==> src/rtl/vram_vga_reader.sv <==
// Display-side VRAM reader: generates VGA raster timing from clk_i with a pixel
// strobe divider, fetches 2x-upscaled pixels from VRAM and drives RGB plus syncs.
module vram_vga_reader #(
    parameter int   CLK_DIV      = 4,
    parameter int   READ_LATENCY = 1,
    parameter int   H_ACTIVE     = 640,
    parameter int   H_FP         = 16,
    parameter int   H_SYNC       = 96,
    parameter int   H_BP         = 48,
    parameter int   V_ACTIVE     = 480,
    parameter int   V_FP         = 10,
    parameter int   V_SYNC       = 2,
    parameter int   V_BP         = 33,
    parameter logic SYNC_POL     = 1'b0,
    parameter int   ADDR_WIDTH   = 17,
    parameter int   DATA_WIDTH   = 12
) (
    input  logic                  clk_i,
    input  logic                  reset_i,
    input  logic [DATA_WIDTH-1:0] pixel_data_i,
    output logic [ADDR_WIDTH-1:0] pixel_read_address_o,
    output logic [3:0]            vga_r_o,
    output logic [3:0]            vga_g_o,
    output logic [3:0]            vga_b_o,
    output logic                  hsync_o,
    output logic                  vsync_o,
    output logic                  video_active_o,
    output logic                  frame_start_o
);

    localparam int H_TOTAL = H_ACTIVE + H_FP + H_SYNC + H_BP;
    localparam int V_TOTAL = V_ACTIVE + V_FP + V_SYNC + V_BP;
    localparam int H_W     = $clog2(H_TOTAL);
    localparam int V_W     = $clog2(V_TOTAL);
    // Divider must span a full pixel period, which always exceeds the read latency.
    localparam int DIV_W   = $clog2((CLK_DIV > READ_LATENCY) ? CLK_DIV : READ_LATENCY + 1);

    localparam logic [DIV_W-1:0]      DIV_LAST   = DIV_W'(CLK_DIV - 1);
    localparam logic [H_W-1:0]        H_LAST     = H_W'(H_TOTAL - 1);
    localparam logic [H_W-1:0]        H_ACT      = H_W'(H_ACTIVE);
    localparam logic [H_W-1:0]        HS_FIRST   = H_W'(H_ACTIVE + H_FP);
    localparam logic [H_W-1:0]        HS_LAST    = H_W'(H_ACTIVE + H_FP + H_SYNC - 1);
    localparam logic [V_W-1:0]        V_LAST     = V_W'(V_TOTAL - 1);
    localparam logic [V_W-1:0]        V_ACT      = V_W'(V_ACTIVE);
    localparam logic [V_W-1:0]        VS_FIRST   = V_W'(V_ACTIVE + V_FP);
    localparam logic [V_W-1:0]        VS_LAST    = V_W'(V_ACTIVE + V_FP + V_SYNC - 1);
    localparam logic [ADDR_WIDTH-1:0] ROW_STRIDE = ADDR_WIDTH'(H_ACTIVE / 2);

    logic [DIV_W-1:0]      divider_q, divider_d;
    logic [H_W-1:0]        h_q, h_d;
    logic [V_W-1:0]        v_q, v_d;
    logic [ADDR_WIDTH-1:0] row_base_q, row_base_d;
    logic [ADDR_WIDTH-1:0] addr_q, addr_d;
    logic [3:0]            r_q, r_d, g_q, g_d, b_q, b_d;
    logic                  hsync_q, hsync_d, vsync_q, vsync_d;
    logic                  active_q, active_d, frame_start_q, frame_start_d;
    logic                  tick, prev_active;

    always_comb begin
        // NOTE: every always_comb output gets a default first so no path leaves it unassigned (no latch).
        divider_d     = divider_q + DIV_W'(1);
        h_d           = h_q;
        v_d           = v_q;
        row_base_d    = row_base_q;
        addr_d        = addr_q;
        r_d           = r_q;
        g_d           = g_q;
        b_d           = b_q;
        hsync_d       = hsync_q;
        vsync_d       = vsync_q;
        active_d      = active_q;
        frame_start_d = 1'b0;
        tick          = (divider_q == DIV_LAST);
        prev_active   = (h_q < H_ACT) && (v_q < V_ACT);

        if (tick) begin
            divider_d = '0;
            if (h_q == H_LAST) begin
                h_d = '0;
                if (v_q == V_LAST) begin
                    v_d           = '0;
                    row_base_d    = '0;
                    frame_start_d = 1'b1;
                end else begin
                    v_d = v_q + V_W'(1);
                    // Each VRAM row is shown on two display lines; step after the second.
                    if (v_q[0] && (v_q < V_ACT))
                        row_base_d = row_base_q + ROW_STRIDE;
                end
            end else begin
                h_d = h_q + H_W'(1);
            end

            if ((h_d < H_ACT) && (v_d < V_ACT))
                addr_d = row_base_d + ADDR_WIDTH'(h_d >> 1);
            else
                addr_d = '0;

            // Output stage shows the pixel whose address was issued one period ago.
            active_d = prev_active;
            r_d      = prev_active ? pixel_data_i[11:8] : 4'h0;
            g_d      = prev_active ? pixel_data_i[7:4]  : 4'h0;
            b_d      = prev_active ? pixel_data_i[3:0]  : 4'h0;
            hsync_d  = ((h_q >= HS_FIRST) && (h_q <= HS_LAST)) ? SYNC_POL : ~SYNC_POL;
            vsync_d  = ((v_q >= VS_FIRST) && (v_q <= VS_LAST)) ? SYNC_POL : ~SYNC_POL;
        end
    end

    always_ff @(posedge clk_i) begin
        // NOTE: sequential state uses non-blocking assignments so all flops sample pre-edge values.
        if (reset_i) begin
            divider_q     <= '0;
            h_q           <= '0;
            v_q           <= '0;
            row_base_q    <= '0;
            addr_q        <= '0;
            r_q           <= 4'h0;
            g_q           <= 4'h0;
            b_q           <= 4'h0;
            hsync_q       <= ~SYNC_POL;
            vsync_q       <= ~SYNC_POL;
            active_q      <= 1'b0;
            frame_start_q <= 1'b0;
        end else begin
            divider_q     <= divider_d;
            h_q           <= h_d;
            v_q           <= v_d;
            row_base_q    <= row_base_d;
            addr_q        <= addr_d;
            r_q           <= r_d;
            g_q           <= g_d;
            b_q           <= b_d;
            hsync_q       <= hsync_d;
            vsync_q       <= vsync_d;
            active_q      <= active_d;
            frame_start_q <= frame_start_d;
        end
    end

    assign pixel_read_address_o = addr_q;
    assign vga_r_o              = r_q;
    assign vga_g_o              = g_q;
    assign vga_b_o              = b_q;
    assign hsync_o              = hsync_q;
    assign vsync_o              = vsync_q;
    assign video_active_o       = active_q;
    assign frame_start_o        = frame_start_q;

endmodule

==> config.mk <==
export PLATFORM = sky130hd
export DESIGN_NAME = vram_vga_reader
export DESIGN_NICKNAME = d
export VERILOG_FILES = /design/src/rtl/vram_vga_reader.sv
export SDC_FILE = /design/constraint.sdc
export NUM_CORES = 1
export LEC_CHECK = 0
export CAP_MARGIN = 20
export CORE_ASPECT_RATIO = 0.9
export CORE_UTILIZATION = 55
export DETAILED_ROUTE_END_ITERATION = 12
export PLACE_DENSITY = 0.79
export SLEW_MARGIN = 30
export SYNTH_ARGS = -nofsm -noshare
export SYNTH_HDL_FRONTEND = slang
export SYNTH_SLANG_ARGS = --single-unit
==> constraint.sdc <==
create_clock -name clk_i -period 8.8 [get_ports clk_i]
set_input_delay 1.32 -clock clk_i [delete_from_list [all_inputs] [get_ports clk_i]]
set_output_delay 1.32 -clock clk_i [all_outputs]
set_load 0.1 [all_outputs]
==> impl_metrics.py <==
metrics = {
    "status": {
        "status": "completed",
    },
    "worst_setup_path": {
        "crit_start": "h_q[0]$_SDFFE_PP0N_",
        "required_ps": 9040,
        "r2r_cells": 15,
        "crit_top_cell": "ha_1",
        "cp_slowest_cell": "nor3_2",
        "worstReg2RegStart": "h_q[0]$_SDFFE_PP0N_",
        "crit_family": "simple AND/OR/NAND/NOR gates",
        "end_kind": "flop",
        "cp_cell_sequence": "ha_1 > nand3_1 > nor3_2 > nand2_1 > and2_1 > ha_1 > fa_1 > a211o_1 > o211ai_1 > a21oi_1 > nor4_1 > nor4_4 > nand4_1 > xor2_1 > a22o_1",
        "critPathMaxStageDelay_ps": 570,
        "worstReg2RegEnd": "pixel_read_address_o[16]$_SDFFE_PP0N_",
        "path_max_fanout": 17,
        "worst-setup-path-type": "flop to flop",
        "worstSetupStartpointType": "flop",
        "critical_path_buf_inv_count": 0,
        "arrival_ps": 4870,
        "rrSetupSlack_ps": 4170,
    },
    "clock_tree": {
        "cts_tree": "done",
        "clock_path_buffers": 2,
        "cts_sinks": 72,
        "cts_setup_buffers": 0,
        "root_buffer": "clkbuf_8",
        "hold_buffers": 0,
        "cts_repair_resize_count": 0,
        "cts.clk_slew.worst_paths_ps": 70,
        "cts.htree.levels": 3,
        "cts_buffers": 9,
        "clk-insertion-delay-late_ps": 350,
    },
    "timing": {
        "period_share_pct": 52.62,
        "fmax_mhz": 215.9,
        "setup_viol": 0,
        "worst_slew_pin_slew_ps": 978.6,
        "hold_viol_final": 0,
        "finalWorstSetupSlack_ps": 4169,
        "rsz0062_at_grt": "false",
        "fin_skew_ps": 10.45,
        "slew_headroom_pct": 34.55,
        "drv_slew": 0,
        "period_needed_ps": 4631,
        "tns_ps": 0,
        "whs_ps": 422.9,
    },
    "power_and_ir_drop": {
        "total_power_mw": 0.6688,
        "power.density_mw_per_mm2": 152.1,
        "vdd_drop_max_uv": 109.6,
        "p_leak_nw": 1.681,
    },
    "route": {
        "vias_per_cell": 5.701,
        "drt_pass1_iterations": 4,
        "drt-initial-drc-count": 127,
        "ant_nets": 0,
        "drc": 0,
        "wire_per_inst_um": 15.06,
        "wirelength_um": 8161,
        "via_count": 3090,
    },
    "die": {
        "die-area_mm2": 0.007041,
        "num_io_pins": 47,
        "die_w_um": 88.34,
        "die_h_um": 79.71,
        "core.rowCount": 27,
        "start_util_pct": 58.72,
        "fp.coreArea_mm2": 0.006284,
    },
    "hold_path": {
        "hp-start": "divider_q[0]$_SDFF_PP0_",
        "hold-path-endpoint": "divider_q[0]$_SDFF_PP0_",
        "hp-class": "flop to flop",
        "hold_path_depth": 1,
    },
    "global_routing": {
        "grt_max_degree": 44,
        "grt_usage_pct": 25.13,
        "grt_pass1_vias": 2923,
        "antenna_found_initial": 0,
        "grt_pass1_wl_um": 13500,
        "grt_overflow": 0,
    },
    "synth": {
        "yosysSeqAreaShare_pct": 39.06,
        "ys_top_cells_by_area": "dfxtp_1, a22o_1, ha_1",
        "synth_ff_type": "dfxtp_1",
        "yosys_warnings": 0,
        "synth_cell_types": 56,
        "synth.avg_cell_area_um2": 8.913,
        "netlist_area_mm2": 0.003690,
        "syn_inst": 414,
        "yosys.area.top_type": "dfxtp_1",
        "netlist.area_leader.share_pct": 39.06,
        "async_reset_ff_share_pct": 0,
        "synthesis.nets": 444,
        "synth_edf_count": 0,
        "synth_seq_cells": 72,
    },
    "final_layout": {
        "finalNonFillerCells": 542,
        "nets": 481,
        "syn_to_final_growth_pct": 19.16,
        "design_area_mm2": 0.004397,
        "fin_util_pct": 69.97,
        "layout-drive-gt1-share_pct": 7.033,
        "diodes": 0,
    },
    "placed_design": {
        "pre_cts_slack_ps": 4207,
        "port_buffers": 46,
        "dp_cells": 527,
        "place.gp.congestion": 0.8559,
        "dpl_cell_area_mm2": 0.004177,
        "place_hpwl_um": 5895,
    },
    "job": {
        "maxCapViolations": 0,
    },
}
-- layout by cell type, fill, tap and decap left out, types with 2 or more instances in the layout --
cell type	n
o211ai_1	4
mux2i_1	7
o21ai_0	13
o31a_2	2
nand2b_1	2
and3_1	2
nor3_1	16
ha_1	15
a21o_1	4
dfxtp_1	72
xnor2_1	19
o2111ai_1	2
inv_1	9
nor2_2	2
a22o_1	34
nand4_1	9
and2_1	15
nor4_1	6
nor2_1	38
a21oi_1	14
nand2_1	39
o21a_1	4
or3_1	4
or4_1	2
buf_4	2
xor2_1	16
or2_2	3
clkdlybuf4s50_1	46
bufinv_16	2
nand3_1	9
nor4_4	2
o21ai_1	2
nand4b_1	2
clkbuf_8	11
nor2b_1	2
a211o_1	2
-- kinds of logic after synthesis --
kind of cell	Yosys count	synth area share, %
xor+xnor	35	8.308
buf+inv	31	3.628
flops	72	39.06
compound gates	88	17.60
mux	8	2.204
fa+ha+maj	16	5.629
simple gates	164	23.57
-- worst register-to-register path, stage by stage, from the launching register on --
cell and delay (ps):
dfxtp_1 410, ha_1 250, nand3_1 180, nor3_2 570, nand2_1 520, and2_1 330
ha_1 220, fa_1 430, a211o_1 320, o211ai_1 160, a21oi_1 150, nor4_1 470
nor4_4 120, nand4_1 130, xor2_1 80, a22o_1 190
-- where the power goes --
| part | total, mW | internal, mW | leakage [nW] | switching (mW) |
|---|---|---|---|---|
| Combinational | 0.0495 | 0.0147 | 0.988 | 0.0348 |
| Clock | 0.287 | 0.173 | 0.112 | 0.114 |
| Sequential | 0.332 | 0.330 | 0.581 | 0.00227 |
| Total | 0.669 | 0.518 | 1.68 | 0.151 |
-- sequential cells by signal, summed over array words and instances (netlist names), 2 cells and up --
| register | flops |
|---|---|
| vga_g_o | 4 |
| vga_r_o | 4 |
| vga_b_o | 4 |
| divider_q | 2 |
| row_base_q | 17 |
| v_q | 10 |
| h_q | 10 |
| pixel_read_address_o | 17 |
-- worst max-delay path by stage --
stage | cells after the start | to | slack [ps]
6_report | 15 | pixel_read_address_o[16]$_SDFFE_PP0N_ | 4170
5_1_grt | 15 | pixel_read_address_o[10]$_SDFFE_PP0N_ | 3760
4_1_cts | 15 | pixel_read_address_o[16]$_SDFFE_PP0N_ | 4180
3_5_place_dp | 15 | pixel_read_address_o[10]$_SDFFE_PP0N_ | 4210
3_3_place_gp | 15 | pixel_read_address_o[10]$_SDFFE_PP0N_ | 4460
2_1_floorplan | 16 | pixel_read_address_o[10]$_SDFFE_PP0N_ | 4920
-- per-layer routing --
layer / vias up / GRT usage [%] / routed length [um]
met2: 92 / 42.15 / 3799
met4: 0 / 9.677 / 114
met5: - / 0 / 0
met1: 1429 / 30.38 / 3713
li1: 1559 / - / -
met3: 10 / 6.929 / 533
-- synthesized netlist by cell type, drive strengths merged (5+ instances only) --
cell type / n
nor2: 40
nand3: 9
buf: 5
nor3: 17
ha: 15
or3: 5
and2: 16
dfxtp: 72
clkbuf: 17
xnor2: 19
nand2: 39
mux2i: 7
inv: 9
a21oi: 14
nand4: 9
o21ai: 15
nor4: 9
a22o: 35
xor2: 16
-- area by class of cell --
cell class                 count  area (um2)
multi-input combinational    311        2117
fill                         500        1887
sequential                    72        1441
timing repair buffer          48       475.5
clock buffer                  12       155.1
tap                           87       108.9
clock inverter                 3       65.06
inverter                       9       33.78
(Power assumes the default switching activity.)
